$ cat src/rtl/ddr3_pg_pkg.sv
// Shared definitions for the DDR3 page-transfer arbiter: FSM encoding,
// operation codes, address geometry and a small index helper.
package ddr3_pg_pkg;

  typedef enum logic [1:0] {
    S_IDLE     = 2'd0,
    S_XFER     = 2'd1,
    S_XFER_END = 2'd2,
    S_REQ_ACK  = 2'd3
  } state_t;

  localparam logic OPREAD  = 1'b0;  // DDR3 -> DPRAM
  localparam logic OPWRITE = 1'b1;  // DPRAM -> DDR3

  localparam int ADDR_W           = 28;
  localparam int ID_W             = 3;
  localparam int WDOG_W           = 32;
  localparam int PAGE_BURSTS      = 256;
  localparam int BURST_ADDR_UNITS = 8;
  localparam int PAGE_ADDR_UNITS  = PAGE_BURSTS * BURST_ADDR_UNITS;

  // Next requester index after idx, wrapping at n.
  function automatic logic [ID_W-1:0] wrap_inc(input logic [ID_W-1:0] idx, input int n);
    if (int'(idx) >= n - 1) return '0;
    return idx + 3'd1;
  endfunction

endpackage

$ cat src/rtl/ddr3_pg_arbiter_rr_pick.sv
// Combinational round-robin picker: lowest requesting index at or after
// i_rr_ptr, wrapping modulo N_REQ. i_rr_ptr is assumed to be < N_REQ.
module rr_pick
  import ddr3_pg_pkg::*;
#(
  parameter int N_REQ = 4
) (
  input  logic [N_REQ-1:0] i_req,
  input  logic [ID_W-1:0]  i_rr_ptr,
  output logic             o_valid,
  output logic [ID_W-1:0]  o_index
);

  logic [2*N_REQ-1:0] w_dbl;
  logic [3:0]         w_hit;

  // Search a doubled request vector for the first set bit at or above the
  // pointer; the upper copy supplies the wrapped-around candidates.
  always_comb begin
    w_dbl = {i_req, i_req};
    w_hit = '0;
    for (int k = 2*N_REQ-1; k >= 0; k--) begin
      if (w_dbl[k] && (k >= int'(i_rr_ptr))) w_hit = 4'(k);
    end
    if (w_hit >= 4'(N_REQ)) w_hit = w_hit - 4'(N_REQ);
    o_valid = |i_req;
    o_index = w_hit[ID_W-1:0];
  end

endmodule

$ cat src/rtl/ddr3_pg_arbiter.sv
// Round-robin arbiter granting one of N_REQ page-transfer requesters access
// to a single DDR3 page transfer controller, with a four-phase handshake on
// both sides and a non-aborting watchdog.
module ddr3_pg_arbiter
  import ddr3_pg_pkg::*;
#(
  parameter int          N_REQ          = 4,
  parameter int unsigned TIMEOUT_CYCLES = 32'd1048576
) (
  input  logic                    clk,
  input  logic                    rst,
  input  logic [N_REQ-1:0]        req,
  input  logic [N_REQ-1:0]        req_optype,
  input  logic [ADDR_W*N_REQ-1:0] req_addr,
  output logic [N_REQ-1:0]        req_ack,
  output logic                    pg_req,
  output logic                    pg_optype,
  output logic [ADDR_W-1:0]       pg_req_addr,
  input  logic                    pg_ack,
  output logic [ID_W-1:0]         grant_id,
  output logic                    busy,
  output logic                    timeout_err
);

  localparam logic [WDOG_W:0] TO_LIM = (WDOG_W+1)'(TIMEOUT_CYCLES);

  // Initial values keep every output defined before the first reset.
  state_t              r_state     = S_IDLE;
  state_t              w_next;
  logic [ID_W-1:0]     r_rr_ptr    = '0;
  logic [ID_W-1:0]     r_grant_id  = '0;
  logic                r_pg_optype = OPREAD;
  logic [ADDR_W-1:0]   r_pg_addr   = '0;
  logic [WDOG_W-1:0]   r_wdog      = '0;
  logic                r_timeout   = 1'b0;

  logic                w_pick_valid;
  logic [ID_W-1:0]     w_pick_idx;
  logic [ADDR_W-1:0]   w_sel_addr;
  logic                w_sel_op;
  logic [N_REQ-1:0]    w_gnt_onehot;
  logic                w_gnt_req;
  logic                w_grant;
  logic                w_in_xfer;
  logic [WDOG_W:0]     w_wdog_inc;

  rr_pick #(
    .N_REQ (N_REQ)
  ) u_rr_pick (
    .i_req    (req),
    .i_rr_ptr (r_rr_ptr),
    .o_valid  (w_pick_valid),
    .o_index  (w_pick_idx)
  );

  // Granting waits for pg_ack low so a controller left acking by a reset
  // mid-transfer can never see pg_req rise underneath its ack.
  assign w_grant    = (r_state == S_IDLE) && w_pick_valid && !pg_ack;
  assign w_in_xfer  = (r_state == S_XFER) || (r_state == S_XFER_END);
  assign w_gnt_req  = |(req & w_gnt_onehot);
  assign w_wdog_inc = {1'b0, r_wdog} + {{WDOG_W{1'b0}}, 1'b1};

  // Operation and address of the requester the picker selects.
  always_comb begin
    w_sel_addr = '0;
    w_sel_op   = OPREAD;
    for (int i = 0; i < N_REQ; i++) begin
      if (w_pick_idx == ID_W'(i)) begin
        w_sel_addr = req_addr[ADDR_W*i +: ADDR_W];
        w_sel_op   = req_optype[i];
      end
    end
  end

  // One-hot decode of the granted requester.
  always_comb begin
    w_gnt_onehot = '0;
    for (int i = 0; i < N_REQ; i++) begin
      w_gnt_onehot[i] = (r_grant_id == ID_W'(i));
    end
  end

  // State register.
  always_ff @(posedge clk) begin
    if (rst) r_state <= S_IDLE;
    else     r_state <= w_next;
  end

  // Next-state logic for the two handshakes.
  always_comb begin
    w_next = r_state;
    case (r_state)
      S_IDLE:     if (w_grant)    w_next = S_XFER;
      S_XFER:     if (pg_ack)     w_next = S_XFER_END;
      S_XFER_END: if (!pg_ack)    w_next = S_REQ_ACK;
      S_REQ_ACK:  if (!w_gnt_req) w_next = S_IDLE;
      default:                    w_next = S_IDLE;
    endcase
  end

  // Outputs decoded from the state register only.
  always_comb begin
    pg_req  = (r_state == S_XFER);
    req_ack = (r_state == S_REQ_ACK) ? w_gnt_onehot : '0;
    busy    = (r_state != S_IDLE);
  end

  // Latch the granted request; later changes on any requester are ignored.
  always_ff @(posedge clk) begin
    if (rst) begin
      r_grant_id  <= '0;
      r_pg_optype <= OPREAD;
      r_pg_addr   <= '0;
    end else if (w_grant) begin
      r_grant_id  <= w_pick_idx;
      r_pg_optype <= w_sel_op;
      r_pg_addr   <= w_sel_addr;
    end
  end

  // Round-robin pointer moves past the grantee once its ack handshake closes.
  always_ff @(posedge clk) begin
    if (rst) begin
      r_rr_ptr <= '0;
    end else if ((r_state == S_REQ_ACK) && !w_gnt_req) begin
      r_rr_ptr <= wrap_inc(r_grant_id, N_REQ);
    end
  end

  // Watchdog: flags a slow controller but never aborts the handshake.
  always_ff @(posedge clk) begin
    if (rst) begin
      r_wdog    <= '0;
      r_timeout <= 1'b0;
    end else if (w_grant) begin
      r_wdog <= '0;
    end else if (w_in_xfer) begin
      if (r_wdog != '1)          r_wdog    <= r_wdog + 1'b1;
      if (w_wdog_inc >= TO_LIM)  r_timeout <= 1'b1;
    end
  end

  assign grant_id    = r_grant_id;
  assign pg_optype   = r_pg_optype;
  assign pg_req_addr = r_pg_addr;
  assign timeout_err = r_timeout;

endmodule

$ cat config.mk
export PLATFORM = sky130hd
export DESIGN_NAME = ddr3_pg_arbiter
export DESIGN_NICKNAME = d
export VERILOG_FILES = /design/src/rtl/ddr3_pg_pkg.sv /design/src/rtl/ddr3_pg_arbiter_rr_pick.sv /design/src/rtl/ddr3_pg_arbiter.sv
export SDC_FILE = /design/constraint.sdc
export NUM_CORES = 1
export LEC_CHECK = 0
export CAP_MARGIN = 20
export CORE_UTILIZATION = 30
export CTS_BUF_LIST = sky130_fd_sc_hd__clkbuf_8
export CTS_CLUSTER_DIAMETER = 150
export DETAILED_ROUTE_END_ITERATION = 6
export SLEW_MARGIN = 30
export SYNTH_ARGS = -nofsm -noshare
export SYNTH_HDL_FRONTEND = slang
export SYNTH_HIERARCHICAL = 1
export SYNTH_SLANG_ARGS = --single-unit
export TNS_END_PERCENT = 50
$ cat constraint.sdc
create_clock -name clk -period 2.6 [get_ports clk]
set_input_delay 0.26 -clock clk [delete_from_list [all_inputs] [get_ports clk]]
set_output_delay 0.26 -clock clk [all_outputs]
set_load 0.01 [all_outputs]
=== After elaboration in Yosys (flattened, before gate mapping) ===
Cells that the tools add are included.

* Flip-flop bits (word level): 70
* Bits in latches: 0
* RAM bits: 0
* Bits in read-only memories: 0
* Bits of input ports: 123
* Word-level logic and storage cells: 88
* Memories kept: 0

* Add/sub/neg operators: 4
* $mul: 0
* Div/mod/pow operators: 0
* Magnitude comparators: 10
* Equal/unequal tests: 14
* Shift operators: 0
* Mux-type cells: 28
* Bitwise logic cells: 2
* Reduce and logical (&&, ||, !) cells: 23

{| class="wikitable"
|+ Operators by type and width
! operator !! number
|-
| $mux W28 || 4
|-
| $add A32 B1 Y33 const B || 1
|-
| $ge A33 B21 Y1 const B || 1
|-
| $add A32 B1 Y32 const B || 1
|-
| $mux W4 || 8
|-
| $ne A32 B32 Y1 const B || 1
|-
| $eq A3 B2 Y1 const B || 4
|-
| $mux W3 || 4
|-
| $logic_and A1 B1 Y1 || 10
|-
| $ge A3 B3 Y1 const A || 3
|-
| $mux W2 || 4
|-
| $pmux W2 S4 || 1
|-
| $reduce_or A4 Y1 || 2
|-
| $mux W1 || 7
|-
| $eq A3 B1 Y1 const B || 2
|-
| $ge A1 B3 Y1 const A || 2
|-
| $ge A2 B3 Y1 const A || 2
|-
| $logic_not A3 Y1 || 2
|-
| $ne A2 B2 Y1 const B || 3
|-
| $and A4 B4 Y4 || 1
|-
| $eq A2 B2 Y1 const B || 2
|-
| $ge A4 B3 Y1 const B || 1
|-
| $reduce_and A4 Y1 || 1
|-
| $add A3 B1 Y3 const B || 1
|-
| 12 further kinds || 13
|}

=== Longest topological paths before layout ===
* Depth after elaboration: 16
* Mapped depth: 9
* Gate-level depth less buffers: 8

=== By module ===
The synthesis kept the hierarchy.

{| class="wikitable"
|+ By module, submodules not included
! module !! times used !! cells an instance !! area an instance (µm²)
|-
| ddr3_pg_arbiter || 1 || 420 || 3,975.1
|-
| rr_pick || 1 || 24 || 142.6
|}

=== Worst setup path before layout ===
No wires, ideal clock.

* Path kind: register to register
* Start point: register r_rr_ptr[2]
* End point: register r_pg_addr[21], in the netlist pg_req_addr[21]
* Setup time: 128 ps
* Data arrival time: 2,189 ps
* Required time: 2,472 ps
* Slack: 284 ps
* Cell stages (with the launch flop): 9
* Cells stage by stage: dfxtp_1 nand2b_1 a21oi_1 nor3_1 o2bb2ai_1 buf_1 mux4_2 a22oi_1 nor2_1

* Longest elaborated chain between the ends: 16
* Elaborated cells on any way between the ends: 32

{| class="wikitable"
|+ RTL lines
! element !! RTL line !! text
|-
| from (decl) || ddr3_pg_arbiter.sv:30 || <nowiki>logic [ID_W-1:0] r_rr_ptr = '0;</nowiki>
|-
| from (signal assigned) || ddr3_pg_arbiter.sv:126 || <nowiki>r_rr_ptr <= wrap_inc(r_grant_id, N_REQ);</nowiki>
|-
| $ge A3 B3 Y1 || ddr3_pg_arbiter_rr_pick.sv:23 || <nowiki>if (w_dbl[k] && (k >= int'(i_rr_ptr))) w_hit = 4'(k);</nowiki>
|-
| $logic_and A1 B1 Y1 || ddr3_pg_arbiter_rr_pick.sv:23 ||
|-
| $mux W4 (6 in a row) || ddr3_pg_arbiter_rr_pick.sv:23 ||
|-
| $mux W4 * || ddr3_pg_arbiter_rr_pick.sv:23 ||
|-
| $ge A4 B3 Y1 / $sub A3 B3 Y3 (equally long branches) || ddr3_pg_arbiter_rr_pick.sv:25 || <nowiki>if (w_hit >= 4'(N_REQ)) w_hit = w_hit - 4'(N_REQ);</nowiki>
|-
| $mux W3 * || ddr3_pg_arbiter_rr_pick.sv:25 ||
|-
| net w_pick_idx[0] || ddr3_pg_arbiter.sv:38 || <nowiki>logic [ID_W-1:0] w_pick_idx;</nowiki>
|-
| $logic_not A3 Y1 || ddr3_pg_arbiter.sv:68 || <nowiki>if (w_pick_idx == ID_W'(i)) begin</nowiki>
|-
| $mux W28 (3 in a row) || ddr3_pg_arbiter.sv:68 ||
|-
| $mux W28 * || ddr3_pg_arbiter.sv:68 ||
|-
| to (signal assigned) || ddr3_pg_arbiter.sv:117 || <nowiki>r_pg_addr <= w_sel_addr;</nowiki>
|-
| to (decl) || ddr3_pg_arbiter.sv:33 || <nowiki>logic [ADDR_W-1:0] r_pg_addr = '0;</nowiki>
|}

The timed path passes the listed nets; every way through them passes the cells marked *.
A chain may end at the register's enable or synchronous reset.

=== Worst setup path in the final report ===
* Start point: register r_rr_ptr[0]
* End point: register r_pg_optype, in the netlist pg_optype

* Longest elaborated chain between the ends: 16
* Elaborated cells on any way between the ends: 32

{| class="wikitable"
|+ RTL lines
! element !! RTL line !! text
|-
| $ge A3 B3 Y1 || ddr3_pg_arbiter_rr_pick.sv:23 ||
|-
| $logic_and A1 B1 Y1 || ddr3_pg_arbiter_rr_pick.sv:23 ||
|-
| $mux W4 (6 in a row) || ddr3_pg_arbiter_rr_pick.sv:23 ||
|-
| $mux W4 * || ddr3_pg_arbiter_rr_pick.sv:23 ||
|-
| $ge A4 B3 Y1 / $sub A3 B3 Y3 (equally long branches) || ddr3_pg_arbiter_rr_pick.sv:25 ||
|-
| $mux W3 * || ddr3_pg_arbiter_rr_pick.sv:25 ||
|-
| net w_pick_idx[0] || ddr3_pg_arbiter.sv:38 ||
|-
| $logic_not A3 Y1 || ddr3_pg_arbiter.sv:68 ||
|-
| $mux W1 (3 in a row) || ddr3_pg_arbiter.sv:68 ||
|-
| $mux W1 * || ddr3_pg_arbiter.sv:68 ||
|-
| to (signal assigned) || ddr3_pg_arbiter.sv:116 || <nowiki>r_pg_optype <= w_sel_op;</nowiki>
|-
| to (decl) || ddr3_pg_arbiter.sv:32 || <nowiki>logic r_pg_optype = OPREAD;</nowiki>
|}

Marks and branches as above.

==> run_results.csv <==
group,metric,value,unit
clock_tree,cts_tree,"built",
clock_tree,cts-resized-gates,0,
critical_path,required,2.83,ns
timing,fin_crit,2.32,ns
timing,skew,0.0153,ns
floorplanning,std_cell_rows,42,
drt,drtPass1Iterations,5,
synth,synth-edff-count,0,
critical_path,r2r_slack,0.28,ns
power_and_ir_drop,power_frac_comb,36.7,%
global_routing,antenna_found_initial,1,
timing,period_share,89.1,%
timing,whs,0.492,ns
floorplanning,core-area,0.0133,mm2
floorplanning,die_w,119,um
synth,yosys_warnings,6,
clock_tree,cts_htree_levels,3,
clock_tree,cts_buffers,9,
cells_and_area,seq_area,0.00140,mm2
timing,tightest_slew,0.727,ns
cells_and_area,drive_above_1_share,11.6,%
global_routing,grt_usage,18.3,%
power_and_ir_drop,p_int,2.33,mW
synth,synthArstFlopShare,0,%
clock_tree,cts_hold_buf,0,
run_status,status,"complete, no violations",
drt,detail_route.wl_per_cell,16.3,um
synth,postSynthAreaPerCell,9.27,um2
power_and_ir_drop,sequentialPowerShare,35.6,%
floorplanning,start_util,31.0,%
critical_path,crit_type,"reg -> reg",
critical_path,worst_path_largest_cell_delay,0.55,ns
cells_and_area,area_growth,52.1,%
critical_path,reg2reg_depth,8,
synth,syn_nets,578,
global_routing,grt_pass1_vias,4136,
synth,yosys_register_bits,70,
synth,synthCells,444,
critical_path,critPathCaptureType,"flip-flop",
critical_path,reg2reg_from,"r_rr_ptr[0]",
critical_path,start_kind,"flip-flop",
timing,tns,0,ns
global_routing,grt_max_degree,40,
global_routing,overflow,0,
drt,dr_total_vias,4058,
timing,maxSlewViolCount,0,
power_and_ir_drop,swShare,32.7,%
timing,slew_headroom,51.4,%
drt,drt_iter0_drc,296,
drt,ant_nets,0,
cells_and_area,multi_input_area,0.00260,mm2
drt,drc_errors,0,
critical_path,r2r_end,"pg_optype",
critical_path,cp-startpoint,"r_rr_ptr[0]",
critical_path,path_max_fanout,19,
critical_path,crit_slowest_cell,"mux4_2",
clock_tree,clkTransAtPathRegs,0.09,ns
drt,routed_via_density,5.16,
critical_path,endpoint,"pg_optype",
power_and_ir_drop,p_clk_share,27.8,%
power_and_ir_drop,ir_worst_vdd,0.280,mV
critical_path,cp.arrival,2.55,ns
clock_tree,cts_buffer_depth,2,
timing,hold_violations,0,
floorplanning,dieArea,0.0142,mm2
synth,synth_top_flop_cell,"dfxtp_1",
clock_tree,cts_setup_buffers,0,
min_path,hold_class,"reg -> reg",
timing,fmax,432,MHz
synth,ys_seq_area_share,34.0,%
power_and_ir_drop,cellPowerDensity,552,mW/mm2
timing,rsz0062_at_grt,"no",
power_and_ir_drop,p_sw,1.13,mW
timing,setup_viol,0,
synth,yosysUniqueCellTypes,54,
floorplanning,die_h,119,um
floorplanning,io_pins,162,
clock_tree,cts.sinks,70,
cells_and_area,fin_nets,739,
place,portBuffers,161,
synth,synth_area,0.00412,mm2
place,hpwlAfterDp,9920,um
power_and_ir_drop,p_leak,2.19,nW
run,max_cap_viol_count,0,
critical_path,path_cells,"nand2b_1 -> a21oi_1 -> nor3_1 -> o2bb2ai_4 -> buf_12 -> mux4_2 -> a22oi_1 -> nor2_1",
clock_tree,clockRootBuffer,"clkbuf_8",
clock_tree,clk_latency,0.35,ns
place,gp_congestion,0.848,
cells_and_area,nFillCells,1234,
global_routing,grt_pass1_wl,20500,um
drt,wl,12800,um
## Yosys cell counts (2+ instances only)
cell type,n,area [um2]
a21oi_1,16,80.1
mux2i_1,5,50.1
or2_2,2,12.5
mux4_2,29,653
inv_1,12,45.0
xnor2_1,3,26.3
and4_1,3,26.3
nor4_1,4,25.0
nand3_1,17,85.1
or4_1,3,22.5
a22oi_1,29,218
and2_1,4,25.0
xor2_1,23,201
o211ai_1,4,30.0
nor2_1,71,267
nor2b_1,3,18.8
and3_1,8,50.1
or3_1,6,37.5
ha_1,11,138
nand2b_1,5,31.3
o21ai_0,8,40.0
nand2_1,22,82.6
a211oi_1,5,37.5
a211o_1,2,17.5
nor3_1,5,25.0
or4_4,2,22.5
dfxtp_1,70,1400
buf_1,4,15.0
clkbuf_1,22,82.6
nand3b_1,2,15.0
o31ai_1,2,15.0
nand4_1,19,119
o21ai_1,2,10.0
## flip-flops by register name, indices dropped and copies added, names as in the netlist
name / flops
r_wdog: 32
pg_req_addr: 28
r_state: 2
r_rr_ptr: 3
pg_optype: 1
timeout_err: 1
grant_id: 3
## power by group through the flow
stage / registers, mW / clock network [mW] / logic (mW)
after floorplan: 1.27 / 0 / 0.663
after global placement: 1.25 / 0 / 1.26
after detailed placement: 1.25 / 0 / 1.28
after CTS: 1.23 / 0.991 / 1.28
after global routing: 1.24 / 1.04 / 1.39
final: 1.23 / 0.960 / 1.27
## layer usage
layer	GRT usage (%)	wire length, um
met5	0	0
met4	4.98	201
met3	8.72	1300
met2	31.9	6530
met1	19.6	4820
## critical path: cells and delay by family (launching register included)
family	cells	cell delay (ns)
DFF	1	0.43
and+or+nand+nor	3	0.55
buffers and inverters	1	0.23
AOI/OAI and AO/OA	3	0.44
muxes	1	0.55
## final cells by class
class / instances / share of cell area (%)
tap: 176 / 3.52
inverter: 12 / 0.719
multi-input combinational: 335 / 41.6
clock buffer: 9 / 1.98
sequential: 70 / 22.4
timing repair buffer: 177 / 28.3
antenna: 1 / 0.0400
clock inverter: 7 / 1.46
## cell usage in the layout (no fill, tap or decap), drive strengths merged, types with 2 or more instances in the layout
cell and count:
xor2 23, a211o 2, or3 6, clkinvlp 2, buf 15, or2 2
clkdlybuf4s50 161, o31ai 2, nor2b 3, mux4 29, nor2 72, o211ai 4
inv 14, and3 8, nand2b 5, clkbuf 10, a211oi 5, a21oi 16
and2 4, xnor2 3, mux2i 5, nand4 20, nand3b 2, nor4 5
o21ai 10, nor3 6, and4 3, a22oi 29, nand3 18, ha 11
bufinv 2, or4 5, dfxtp 70, nand2 22
## kinds of logic after synthesis
logic type | Yosys count | synth area share (%)
buffers and inverters | 39 | 3.65
AND/OR/NAND/NOR | 184 | 23.0
multiplexers | 34 | 17.1
other | 1 | 0.0911
XOR/XNOR | 26 | 5.53
flip-flops | 70 | 34.0
adder cells (fa/ha/maj) | 11 | 3.34
AO/OA/AOI/OAI | 79 | 13.2
## worst min path at each step
stage | end | depth (start not counted) | slack [ns] | start
after floorplan | r_wdog[6] | 3 | 0.45 | rst
after global placement | r_wdog[18] | 2 | 0.47 | r_wdog[18]
after detailed placement | r_wdog[18] | 2 | 0.48 | r_wdog[18]
after CTS | r_wdog[18] | 2 | 0.49 | r_wdog[18]
after global routing | r_wdog[6] | 2 | 0.53 | r_wdog[6]
final | r_wdog[1] | 2 | 0.49 | r_wdog[1]
## metrics by stage
stage | utilization, % | setup slack, ns | total power, mW | instances | area, um2
6_report | 47.1 | 0.283 | 3.46 | 787 | 6260
5_1_grt | 47.1 | 0.0441 | 3.67 | 787 | 6260
4_1_cts | 46.9 | 0.225 | 3.50 | 785 | 6230
3_5_place_dp | 45.3 | -0.161 | 2.53 | 769 | 6020
3_3_place_gp | 45.2 | -0.125 | 2.51 | 769 | 6010
2_1_floorplan | - | 0.284 | 1.93 | 444 | 4120
Power figures use the tool's default switching activity.
